==> config.mk <==
export PLATFORM = sky130hd
export DESIGN_NAME = clint_ctrl
export DESIGN_NICKNAME = d
export VERILOG_FILES = /design/src/rtl/clint_pkg.sv /design/src/rtl/clint_detect.sv /design/src/rtl/clint_ctrl.sv
export SDC_FILE = /design/constraint.sdc
export NUM_CORES = 1
export LEC_CHECK = 0
export CAP_MARGIN = 20
export CORE_MARGIN = 2
export CORE_UTILIZATION = 31
export CTS_CLUSTER_DIAMETER = 40
export CTS_CLUSTER_SIZE = 14
export DETAILED_ROUTE_END_ITERATION = 10
export PLACE_DENSITY = 0.83
export SYNTH_ARGS = -nofsm -noshare
export SYNTH_HDL_FRONTEND = slang
export SYNTH_SLANG_ARGS = --single-unit
==> constraint.sdc <==
create_clock -name clk -period 2.1 [get_ports clk]
set_input_delay 0.315 -clock clk [delete_from_list [all_inputs] [get_ports clk]]
set_output_delay 0.315 -clock clk [all_outputs]
set_load 0.01 [all_outputs]
==> src/rtl/clint_pkg.sv <==
// clint_pkg: shared definitions for the core-local interrupt/trap controller.
//   - CSR addresses written or read by the controller
//   - instruction encodings recognised in ID (ECALL, EBREAK, MRET)
//   - mcause codes for synchronous traps and asynchronous interrupts
//   - mstatus bit positions and the mstatus update helpers
//   - sequencer state encoding
// Optional feature macro: CLINT_MTVAL_EN (adds the mtval write state).
package clint_pkg;

  // CSR addresses
  localparam logic [31:0] CSR_MSTATUS = 32'h0000_0300;
  localparam logic [31:0] CSR_MTVEC   = 32'h0000_0305;
  localparam logic [31:0] CSR_MEPC    = 32'h0000_0341;
  localparam logic [31:0] CSR_MCAUSE  = 32'h0000_0342;
  localparam logic [31:0] CSR_MTVAL   = 32'h0000_0343;

  // Instruction encodings
  localparam logic [31:0] INST_ECALL  = 32'h0000_0073;
  localparam logic [31:0] INST_EBREAK = 32'h0010_0073;
  localparam logic [31:0] INST_MRET   = 32'h3020_0073;

  // mcause codes
  localparam logic [31:0] CAUSE_ECALL  = 32'h0000_000B;
  localparam logic [31:0] CAUSE_EBREAK = 32'h0000_0003;
  localparam logic [31:0] CAUSE_TIMER  = 32'h8000_0007;
  localparam logic [31:0] CAUSE_EXT    = 32'h8000_000B;

  // mstatus bit indices
  localparam int unsigned MIE_BIT  = 3;
  localparam int unsigned MPIE_BIT = 7;

  // Sequencer states
  typedef enum logic [2:0] {
    S_IDLE    = 3'd0,
    S_MEPC    = 3'd1,
    S_MCAUSE  = 3'd2,
    S_MTVAL   = 3'd3,
    S_MSTATUS = 3'd4,
    S_MRET    = 3'd5,
    S_ASSERT  = 3'd6
  } clint_state_e;

  // Trap entry: MPIE takes the current MIE, MIE is cleared.
  function automatic logic [31:0] trap_mstatus(input logic [31:0] ms);
    logic [31:0] r;
    r           = ms;
    r[MPIE_BIT] = ms[MIE_BIT];
    r[MIE_BIT]  = 1'b0;
    return r;
  endfunction

  // Trap return: MIE restored from MPIE, MPIE set.
  function automatic logic [31:0] mret_mstatus(input logic [31:0] ms);
    logic [31:0] r;
    r           = ms;
    r[MIE_BIT]  = ms[MPIE_BIT];
    r[MPIE_BIT] = 1'b1;
    return r;
  endfunction

endpackage

==> src/rtl/clint_detect.sv <==
// clint_detect: combinational trap/interrupt decode and priority selection.
// Ports:
//   inst_i, inst_addr_i        instruction in ID and its PC
//   jump_flag_i, jump_addr_i   EX redirect in flight (used as epc for interrupts)
//   int_flag_i                 level requests, [0] timer, [1] external
//   global_int_en_i            mstatus.MIE
//   take_trap_s                start a trap sequence (ECALL/EBREAK/interrupt)
//   take_mret_s                start an MRET sequence
//   cause_s, epc_s             values to latch for the trap sequence
//   is_ebreak_s                trap is an EBREAK (mtval source selection)
// Priority: ECALL/EBREAK > MRET > interrupt; timer > external.
module clint_detect
  import clint_pkg::*;
(
  input  logic [31:0] inst_i,
  input  logic [31:0] inst_addr_i,
  input  logic        jump_flag_i,
  input  logic [31:0] jump_addr_i,
  input  logic [1:0]  int_flag_i,
  input  logic        global_int_en_i,
  output logic        take_trap_s,
  output logic        take_mret_s,
  output logic [31:0] cause_s,
  output logic [31:0] epc_s,
  output logic        is_ebreak_s
);

  logic is_ecall_s;
  logic is_ebrk_s;
  logic is_mret_s;

  assign is_ecall_s = (inst_i == INST_ECALL);
  assign is_ebrk_s  = (inst_i == INST_EBREAK);
  assign is_mret_s  = (inst_i == INST_MRET);

  // Priority decode and cause/epc selection
  always_comb begin
    take_trap_s = 1'b0;
    take_mret_s = 1'b0;
    cause_s     = 32'h0000_0000;
    epc_s       = 32'h0000_0000;
    is_ebreak_s = 1'b0;
    if (is_ecall_s || is_ebrk_s) begin
      take_trap_s = 1'b1;
      cause_s     = is_ebrk_s ? CAUSE_EBREAK : CAUSE_ECALL;
      epc_s       = inst_addr_i;
      is_ebreak_s = is_ebrk_s;
    end else if (is_mret_s) begin
      take_mret_s = 1'b1;
    end else if (global_int_en_i && (int_flag_i != 2'b00)) begin
      take_trap_s = 1'b1;
      cause_s     = int_flag_i[0] ? CAUSE_TIMER : CAUSE_EXT;
      // A taken jump in EX means inst_addr_i is on the squashed path.
      epc_s       = jump_flag_i ? jump_addr_i : inst_addr_i;
    end else begin
      take_trap_s = 1'b0;
    end
  end

endmodule

==> src/rtl/clint_ctrl.sv <==
// clint_ctrl: core-local interrupt/trap controller.
// Detects ECALL/EBREAK/MRET in ID and timer/external interrupts, stalls the
// pipeline, writes the trap CSRs one per cycle through the CLINT write port of
// the CSR file, then redirects the PC to mtvec (trap) or mepc (MRET).
// Ports:
//   clk, rst               clock, asynchronous active-high reset
//   inst_i, inst_addr_i    instruction in ID and its PC
//   jump_flag_i/addr_i     EX redirect taken this cycle
//   int_flag_i             level interrupts, [0] timer, [1] external
//   mtvec_i, mepc_i,
//   mstatus_i              CSR values from the register file
//   global_int_en_i        mstatus.MIE
//   we_o/waddr_o/wdata_o   CSR write port (registered)
//   hold_flag_o            pipeline stall request (combinational)
//   int_assert_o/addr_o    one-cycle PC redirect strobe and target (registered)
// Optional feature macro: CLINT_MTVAL_EN inserts an mtval write after mcause.
module clint_ctrl
  import clint_pkg::*;
(
  input  logic        clk,
  input  logic        rst,
  input  logic [31:0] inst_i,
  input  logic [31:0] inst_addr_i,
  input  logic        jump_flag_i,
  input  logic [31:0] jump_addr_i,
  input  logic [1:0]  int_flag_i,
  input  logic [31:0] mtvec_i,
  input  logic [31:0] mepc_i,
  input  logic [31:0] mstatus_i,
  input  logic        global_int_en_i,
  output logic        we_o,
  output logic [31:0] waddr_o,
  output logic [31:0] wdata_o,
  output logic        hold_flag_o,
  output logic        int_assert_o,
  output logic [31:0] int_addr_o
);

  clint_state_e state_r;
  clint_state_e next_state_s;

  logic [31:0] cause_r;
  logic [31:0] epc_r;
  logic        ebreak_r;

  logic        take_trap_s;
  logic        take_mret_s;
  logic [31:0] cause_s;
  logic [31:0] epc_s;
  logic        is_ebreak_s;

  // Next values of the registered outputs
  logic        we_n_s;
  logic [31:0] waddr_n_s;
  logic [31:0] wdata_n_s;
  logic        assert_n_s;
  logic [31:0] addr_n_s;

  clint_detect u_detect (
    .inst_i          (inst_i),
    .inst_addr_i     (inst_addr_i),
    .jump_flag_i     (jump_flag_i),
    .jump_addr_i     (jump_addr_i),
    .int_flag_i      (int_flag_i),
    .global_int_en_i (global_int_en_i),
    .take_trap_s     (take_trap_s),
    .take_mret_s     (take_mret_s),
    .cause_s         (cause_s),
    .epc_s           (epc_s),
    .is_ebreak_s     (is_ebreak_s)
  );

  // Stall in the detection cycle (before the FSM leaves IDLE) and throughout a sequence.
  assign hold_flag_o = (state_r == S_IDLE) ? (take_trap_s | take_mret_s) : 1'b1;

  // Next-state and next-output decode; outputs are computed one state ahead
  // so they are registered when the FSM enters the state that owns them.
  always_comb begin
    next_state_s = S_IDLE;
    we_n_s       = 1'b0;
    waddr_n_s    = 32'h0000_0000;
    wdata_n_s    = 32'h0000_0000;
    assert_n_s   = 1'b0;
    addr_n_s     = 32'h0000_0000;
    case (state_r)
      S_IDLE: begin
        if (take_trap_s) begin
          next_state_s = S_MEPC;
          we_n_s       = 1'b1;
          waddr_n_s    = CSR_MEPC;
          wdata_n_s    = epc_s;
        end else if (take_mret_s) begin
          next_state_s = S_MRET;
          we_n_s       = 1'b1;
          waddr_n_s    = CSR_MSTATUS;
          wdata_n_s    = mret_mstatus(mstatus_i);
        end else begin
          next_state_s = S_IDLE;
        end
      end
      S_MEPC: begin
        next_state_s = S_MCAUSE;
        we_n_s       = 1'b1;
        waddr_n_s    = CSR_MCAUSE;
        wdata_n_s    = cause_r;
      end
      S_MCAUSE: begin
`ifdef CLINT_MTVAL_EN
        next_state_s = S_MTVAL;
        we_n_s       = 1'b1;
        waddr_n_s    = CSR_MTVAL;
        wdata_n_s    = ebreak_r ? epc_r : 32'h0000_0000;
`else
        next_state_s = S_MSTATUS;
        we_n_s       = 1'b1;
        waddr_n_s    = CSR_MSTATUS;
        wdata_n_s    = trap_mstatus(mstatus_i);
`endif
      end
      S_MTVAL: begin
        next_state_s = S_MSTATUS;
        we_n_s       = 1'b1;
        waddr_n_s    = CSR_MSTATUS;
        wdata_n_s    = trap_mstatus(mstatus_i);
      end
      S_MSTATUS: begin
        next_state_s = S_ASSERT;
        assert_n_s   = 1'b1;
        addr_n_s     = mtvec_i;
      end
      S_MRET: begin
        next_state_s = S_ASSERT;
        assert_n_s   = 1'b1;
        addr_n_s     = mepc_i;
      end
      S_ASSERT: begin
        next_state_s = S_IDLE;
      end
      default: begin
        next_state_s = S_IDLE;
      end
    endcase
  end

  // State register and registered CSR-write / redirect outputs
  always_ff @(posedge clk or posedge rst) begin
    if (rst) begin
      state_r      <= S_IDLE;
      we_o         <= 1'b0;
      waddr_o      <= 32'h0000_0000;
      wdata_o      <= 32'h0000_0000;
      int_assert_o <= 1'b0;
      int_addr_o   <= 32'h0000_0000;
    end else begin
      state_r      <= next_state_s;
      we_o         <= we_n_s;
      waddr_o      <= waddr_n_s;
      wdata_o      <= wdata_n_s;
      int_assert_o <= assert_n_s;
      int_addr_o   <= addr_n_s;
    end
  end

  // Trap context captured in the detection cycle
  always_ff @(posedge clk or posedge rst) begin
    if (rst) begin
      cause_r  <= 32'h0000_0000;
      epc_r    <= 32'h0000_0000;
      ebreak_r <= 1'b0;
    end else if ((state_r == S_IDLE) && take_trap_s) begin
      cause_r  <= cause_s;
      epc_r    <= epc_s;
      ebreak_r <= is_ebreak_s;
    end else begin
      cause_r  <= cause_r;
      epc_r    <= epc_r;
      ebreak_r <= ebreak_r;
    end
  end

endmodule
# Word-level counts from Yosys, hierarchy flattened
# Index checks and enable logic that the tools add are counted.
totals:
  reg_bits: 133
  inputBits: 198
  out_inout_bits: 99
  elab_cells: 53
op_classes:
  eq_ne: 8
  n_mux: 29
  n_bitwise: 1
  reduce_logical: 8
op_table:
  columns: ["cell", "n"]
  rows:
  - ["32-bit 2-to-1 mux", 9]
  - ["32-bit one-hot mux with 3 select lines", 1]
  - ["32-bit one-hot mux with 2 select lines", 1]
  - ["32-bit by 21-bit equality test with 1-bit output, second input constant", 1]
  - ["32-bit by 30-bit equality test with 1-bit output, second input constant", 1]
  - ["32-bit by 7-bit equality test with 1-bit output, second input constant", 1]
  - ["10-bit one-hot mux with 3 select lines", 1]
  - ["10-bit 2-to-1 mux", 2]
  - ["3-bit one-hot mux with 4 select lines", 1]
  - ["1-bit 2-to-1 mux", 9]
  - ["4-bit 2-to-1 mux", 2]
  - ["3-bit by 2-bit equality test with 1-bit output, second input constant", 2]
  - ["3-bit equality test, second input constant", 2]
  - ["3-bit 2-to-1 mux", 2]
  - ["2-bit OR reduction", 2]
  - ["3-bit by 1-bit equality test with 1-bit output, second input constant", 1]
  - ["3-bit zero test", 1]
  - ["3-bit OR reduction", 1]
  - ["1-bit logical AND", 2]
  - ["1-bit one-hot mux with 2 select lines", 1]
  - ["2-bit nonzero test", 1]
  - ["1-bit logical OR", 1]
  - ["1-bit bitwise OR", 1]

# Longest topological paths before layout
depth:
  word_depth: 7
  mapped_depth: 7
  mapped_depth_nobuf: 6

# Modules after synthesis
# A second synthesis with hierarchy kept.
hier_totals:
  cells_unflattened: 611
  hier_area_um2: 5994.5
by_module_without_submodules:
  columns: ["module", "instances", "cells_per_inst", "area_per_inst_um2", "seq_area_each_um2"]
  rows:
  - ["clint_ctrl", 1, 374, 4475.5, 2602.5]
  - ["clint_detect", 1, 237, 1519.0, 0.0]

# Worst setup path after synthesis
# No wires, ideal clock.
synth_timing:
  kind: "input to register"
  startpoint: "in inst_i[7]"
  endpoint: "reg cause_r[2]"
  setup_time_ps: 121
  arrival_ps: 1744
  required_ps: 1979
  setup_slack_ps: 235
  stages: 6
  path_buffers: 1
  path_cell_list: "nor4bb_1 nand2_1 or3_1 a21o_1 buf_6 a22o_1"
synth_between:
  elab_chain_len: 4
  elab_cells_between_ends: 9
  cone_classes: "3 x eq/ne; 4 x mux; 2 x reduce/logical"
synth_rtl:
  columns: ["item", "line_no", "text"]
  rows:
  - ["start: declaration", "clint_ctrl.sv:22", "input logic [31:0] inst_i,"]
  - ["32-bit by 30-bit equality test with 1-bit output, or another cell as far along", "clint_detect.sv:34", "assign is_mret_s = (inst_i == INST_MRET);"]
  - ["1-bit 2-to-1 mux or 1-bit logical OR (tied branches)", "clint_detect.sv:48, clint_detect.sv:43", null]
  - ["1-bit 2-to-1 mux", "clint_detect.sv:43", "if (is_ecall_s || is_ebrk_s) begin"]
  - ["1-bit logical AND", "clint_ctrl.sv:170", "end else if ((state_r == S_IDLE) && take_trap_s) begin"]
  - ["end signal: assignment", "clint_ctrl.sv:171", "cause_r <= cause_s;"]
  - ["end signal: assignment", "clint_ctrl.sv:175", "cause_r <= cause_r;"]
  - ["end: declaration", "clint_ctrl.sv:42", "logic [31:0] cause_r;"]
# Parallel ways exist; a longest one is shown, timed or not.
# A chain may end at the register's enable or synchronous reset.

# Worst setup path in the final report
layout_timing:
  startpoint: "in inst_i[21]"
  endpoint: "out hold_flag_o"
layout_between:
  elab_chain_len: 5
  elab_cells_between_ends: 10
  cone_classes: "3 x eq/ne; 5 x mux; 1 x bitwise; 1 x reduce/logical"
layout_rtl:
  columns: ["item", "line_no", "text"]
  rows:
  - ["32-bit by 30-bit equality test with 1-bit output, or another cell as far along", "clint_detect.sv:34", null]
  - ["1-bit 2-to-1 mux or 1-bit logical OR (tied branches)", "clint_detect.sv:48, clint_detect.sv:43", null]
  - ["1-bit 2-to-1 mux", "clint_detect.sv:43", null]
  - ["1-bit bitwise OR *", "clint_ctrl.sv:74", "assign hold_flag_o = (state_r == S_IDLE) ? (take_trap_s | take_mret_s) : 1'b1;"]
  - ["1-bit 2-to-1 mux *", "clint_ctrl.sv:74", null]
  - ["end: declaration", "clint_ctrl.sv:34", "output logic hold_flag_o,"]
# Mark *: on every way between the ends. The rest lies on a longest branch, timed or not.

==> results.yml <==
finish:
  fin_nets: 862
  syn2layout_area_growth_pct: 81.1
  instances_no_fill: 838
  n_antenna_cell: 0
  fill_cells: 1027
  fin_util_pct: 57.9
  drive_gt1_share_pct: 13.4
global_routing:
  overflow: 0
  grt.total_usage_pct: 20.6
  grt_max_degree: 78
  antenna_found_initial: 0
  grt_pass1_wl_microns: 22700
  grt_pass1_vias: 4251
power_and_ir_drop:
  power_uw: 6560
  p_leak_uw: 0.00312
  p_sw_uw: 2080
  p_comb_share_pct: 44.8
  powerDensity_mw_per_mm2: 894
  p_clk_share_pct: 23.6
  switching_share_pct: 31.7
  irDropWorstVdd_mv: 0.377
  power_frac_seq_pct: 31.5
  internal-power_uw: 4480
placement:
  gp_congestion: 0.900
  dpl.hpwl_microns: 11400
  placed_cells: 820
  io_buffers: 269
  pre_cts_ws_ns: -0.504
die:
  die_y_microns: 118
  die_w_microns: 118
  core_sq_mm: 0.0127
  io_pins: 297
  die-area_sq_mm: 0.0140
  row_count: 41
  initial_utilization_pct: 32.0
worst_setup_path:
  critPathKind: "input port to primary output"
  startpoint: "inst_i[21]"
  r2r-end: "wdata_o[8]$_DFF_PP0_"
  crit_fanout: 2
  cp-start-kind: "input port"
  crit_arrival_ns: 1.76
  rr_worst_depth: 6
  crit_required_ns: 1.78
  r2r_start: "state_r[1]$_DFF_PP0_"
  reg2reg_slack_ns: 0.15
  endpoint_kind: "primary output"
  crit_end: "hold_flag_o"
route:
  viasPerCell: 4.86
  drt_iter0_drc: 183
  wl_microns: 14700
  routedWlPerCell_microns: 17.5
  vias: 4071
  drc_errors: 0
  firstDrtPassIters: 4
  ant_nets: 0
yosys:
  synth_top_area_cell: "dfrtp_1"
  synthFlopType: "dfrtp_1"
  yosys_warnings: 0
  synthTopCellsByArea: "dfrtp_1, mux2_2, a22oi_1"
  synth_top_area_share_pct: 47.6
  yosys_register_bits: 77
  syn_inst: 382
  synth-edff-count: 0
  synth_cell_type_count: 42
  synthArstFlopShare_pct: 100
  avgSynthCellArea_sq_um: 10.6
  syn_area_sq_mm: 0.00405
  ys_seq_area_share_pct: 47.6
job:
  maxCapViolations: 0
run_status:
  outcome: "finished clean"
clock_tree:
  cts_root_buf: "clkbuf_16"
  clk_latency_ns: 0.33
  clkTransAtPathRegs_ns: 0.06
  cts_tree: "done"
  htreeDepth: 3
  cts_buffer_depth: 2
  cts_sinks: 77
  cts_buffers: 9
timing:
  setup_viol: 0
  whs_ns: 0.457
  report.final.hold_viol_count: 0
  slew_violations: 0
  postLayoutSetupSlackWorst_ns: 0.0239
  period_needed_ns: 2.08
  fmax_ghz: 0.482
  post-route-period-util_pct: 98.9
  finClkSkew_ns: 0.00524
hold_path:
  holdCritPathClass: "input port to asynchronous set/reset pin"
metrics by stage:
| stage | area (sq um) | TNS [ns] |
|---|---|---|
| floorplan | 4150 | 0 |
| global placement | 6970 | -11.84 |
| detailed placement | 6970 | -12.91 |
| CTS | 7280 | 0 |
| global route | 7330 | -0.0476 |
| finish | 7330 | 0 |
area by class of cell:
| class | instances | area [sq um] | area share [%] |
|---|---|---|---|
| sequential | 77 | 1930 | 26.3 |
| clock inverter | 5 | 58.8 | 0.802 |
| multi-input combinational | 271 | 1900 | 26.0 |
| inverter | 5 | 22.5 | 0.307 |
| tap | 172 | 215 | 2.93 |
| timing repair buffer | 297 | 2960 | 40.4 |
| clock buffer | 11 | 243 | 3.31 |
how the worst min path moves through the flow:
| stage | start | end | slack (ns) | cells after the start |
|---|---|---|---|---|
| 2_1_floorplan | cause_r[1]$_DFFE_PP0P_ | cause_r[1]$_DFFE_PP0P_ | 0.43 | 1 |
| 3_3_place_gp | cause_r[31]$_DFFE_PP0P_ | cause_r[31]$_DFFE_PP0P_ | 0.46 | 1 |
| 3_5_place_dp | cause_r[1]$_DFFE_PP0P_ | cause_r[1]$_DFFE_PP0P_ | 0.48 | 1 |
| 4_1_cts | rst | wdata_o[10]$_DFF_PP0_ | 0.47 | 3 |
| 5_1_grt | rst | wdata_o[10]$_DFF_PP0_ | 0.49 | 3 |
| 6_report | rst | wdata_o[10]$_DFF_PP0_ | 0.46 | 3 |
what timing repair did:
item / CTS / global route
setup endpoints to repair: 16 / 19
pin swaps: 6 / 7
hold buffers: 0 / 0
buffers inserted: 1 / 1
gates resized for setup: 15 / 15
cell families (layout without fill, tap and decap cells):
logic type      after synthesis  in the layout  share of synthesized area, %
compound gates              116            116                          19.5
flops                        77             77                          47.6
simple gates                 92             92                          14.2
other cells                   1             27                        0.0926
fa+ha+maj                     3              3                         0.927
mux                          33             33                          9.05
buf+inv                      60            318                          8.59
per-layer routing:
metal  routed length [microns]  GRT usage (%)  part of all wire, %  up-vias
li1                          -              -                    -     1892
met4                       371           8.21                  2.5        0
met3                      1180           5.41                  8.0       26
met5                         0              0                    0        -
met2                      7750           38.1                   53      232
met1                      5360           22.1                   37     1921
power by group through the flow:
stage | Combinational (uW) | Sequential, uW | Clock, uW
final | 2940 | 2070 | 1550
after global routing | 3150 | 2110 | 1660
after CTS | 2950 | 2070 | 1590
after detailed placement | 2950 | 2090 | 0
after global placement | 2870 | 2080 | 0
after floorplan | 1130 | 2280 | 0
synth_stat cells (5+ instances only):
cell type and count:
a21oi_1 5, a22oi_1 32, buf_2 8, buf_4 28, clkbuf_1 18, dfrtp_1 77
inv_1 5, mux2_2 28, nand2_1 32, nor2b_1 33, o21ai_1 27, o22ai_1 32
or3_1 5
cells in the final DEF, fill, tap and decap left out, types with 3 or more instances in the layout:
cell type and n:
a21oi_1 5, a221o_1 4, a22oi_1 32, buf_12 4, buf_4 23, clkbuf_16 9
clkdlybuf4s50_1 247, clkinvlp_4 3, conb_1 27, dfrtp_1 77, dlygate4sd2_1 9, dlymetal6s2s_1 11
ha_1 3, inv_1 4, mux2_2 28, mux2i_1 4, nand2_1 32, nor2_1 3
nor2b_1 33, nor4_4 3, o21ai_0 4, o21ai_1 26, o22ai_1 32, or3_1 3
registers in the layout, indices dropped and copies added, names as in the netlist:
| register | cells |
|---|---|
| int_addr_o | 32 |
| int_assert_o | 1 |
| we_o | 1 |
| state_r | 3 |
| cause_r | 4 |
| waddr_o | 4 |
| wdata_o | 32 |
critical path: stages:
cell and delay [ns]:
clkdlybuf4s50_1 0.42, nor3_1 0.28, o21ai_1 0.15, or3_4 0.35, nand3b_1 0.11, buf_2 0.14
(Power assumes the default switching activity.)
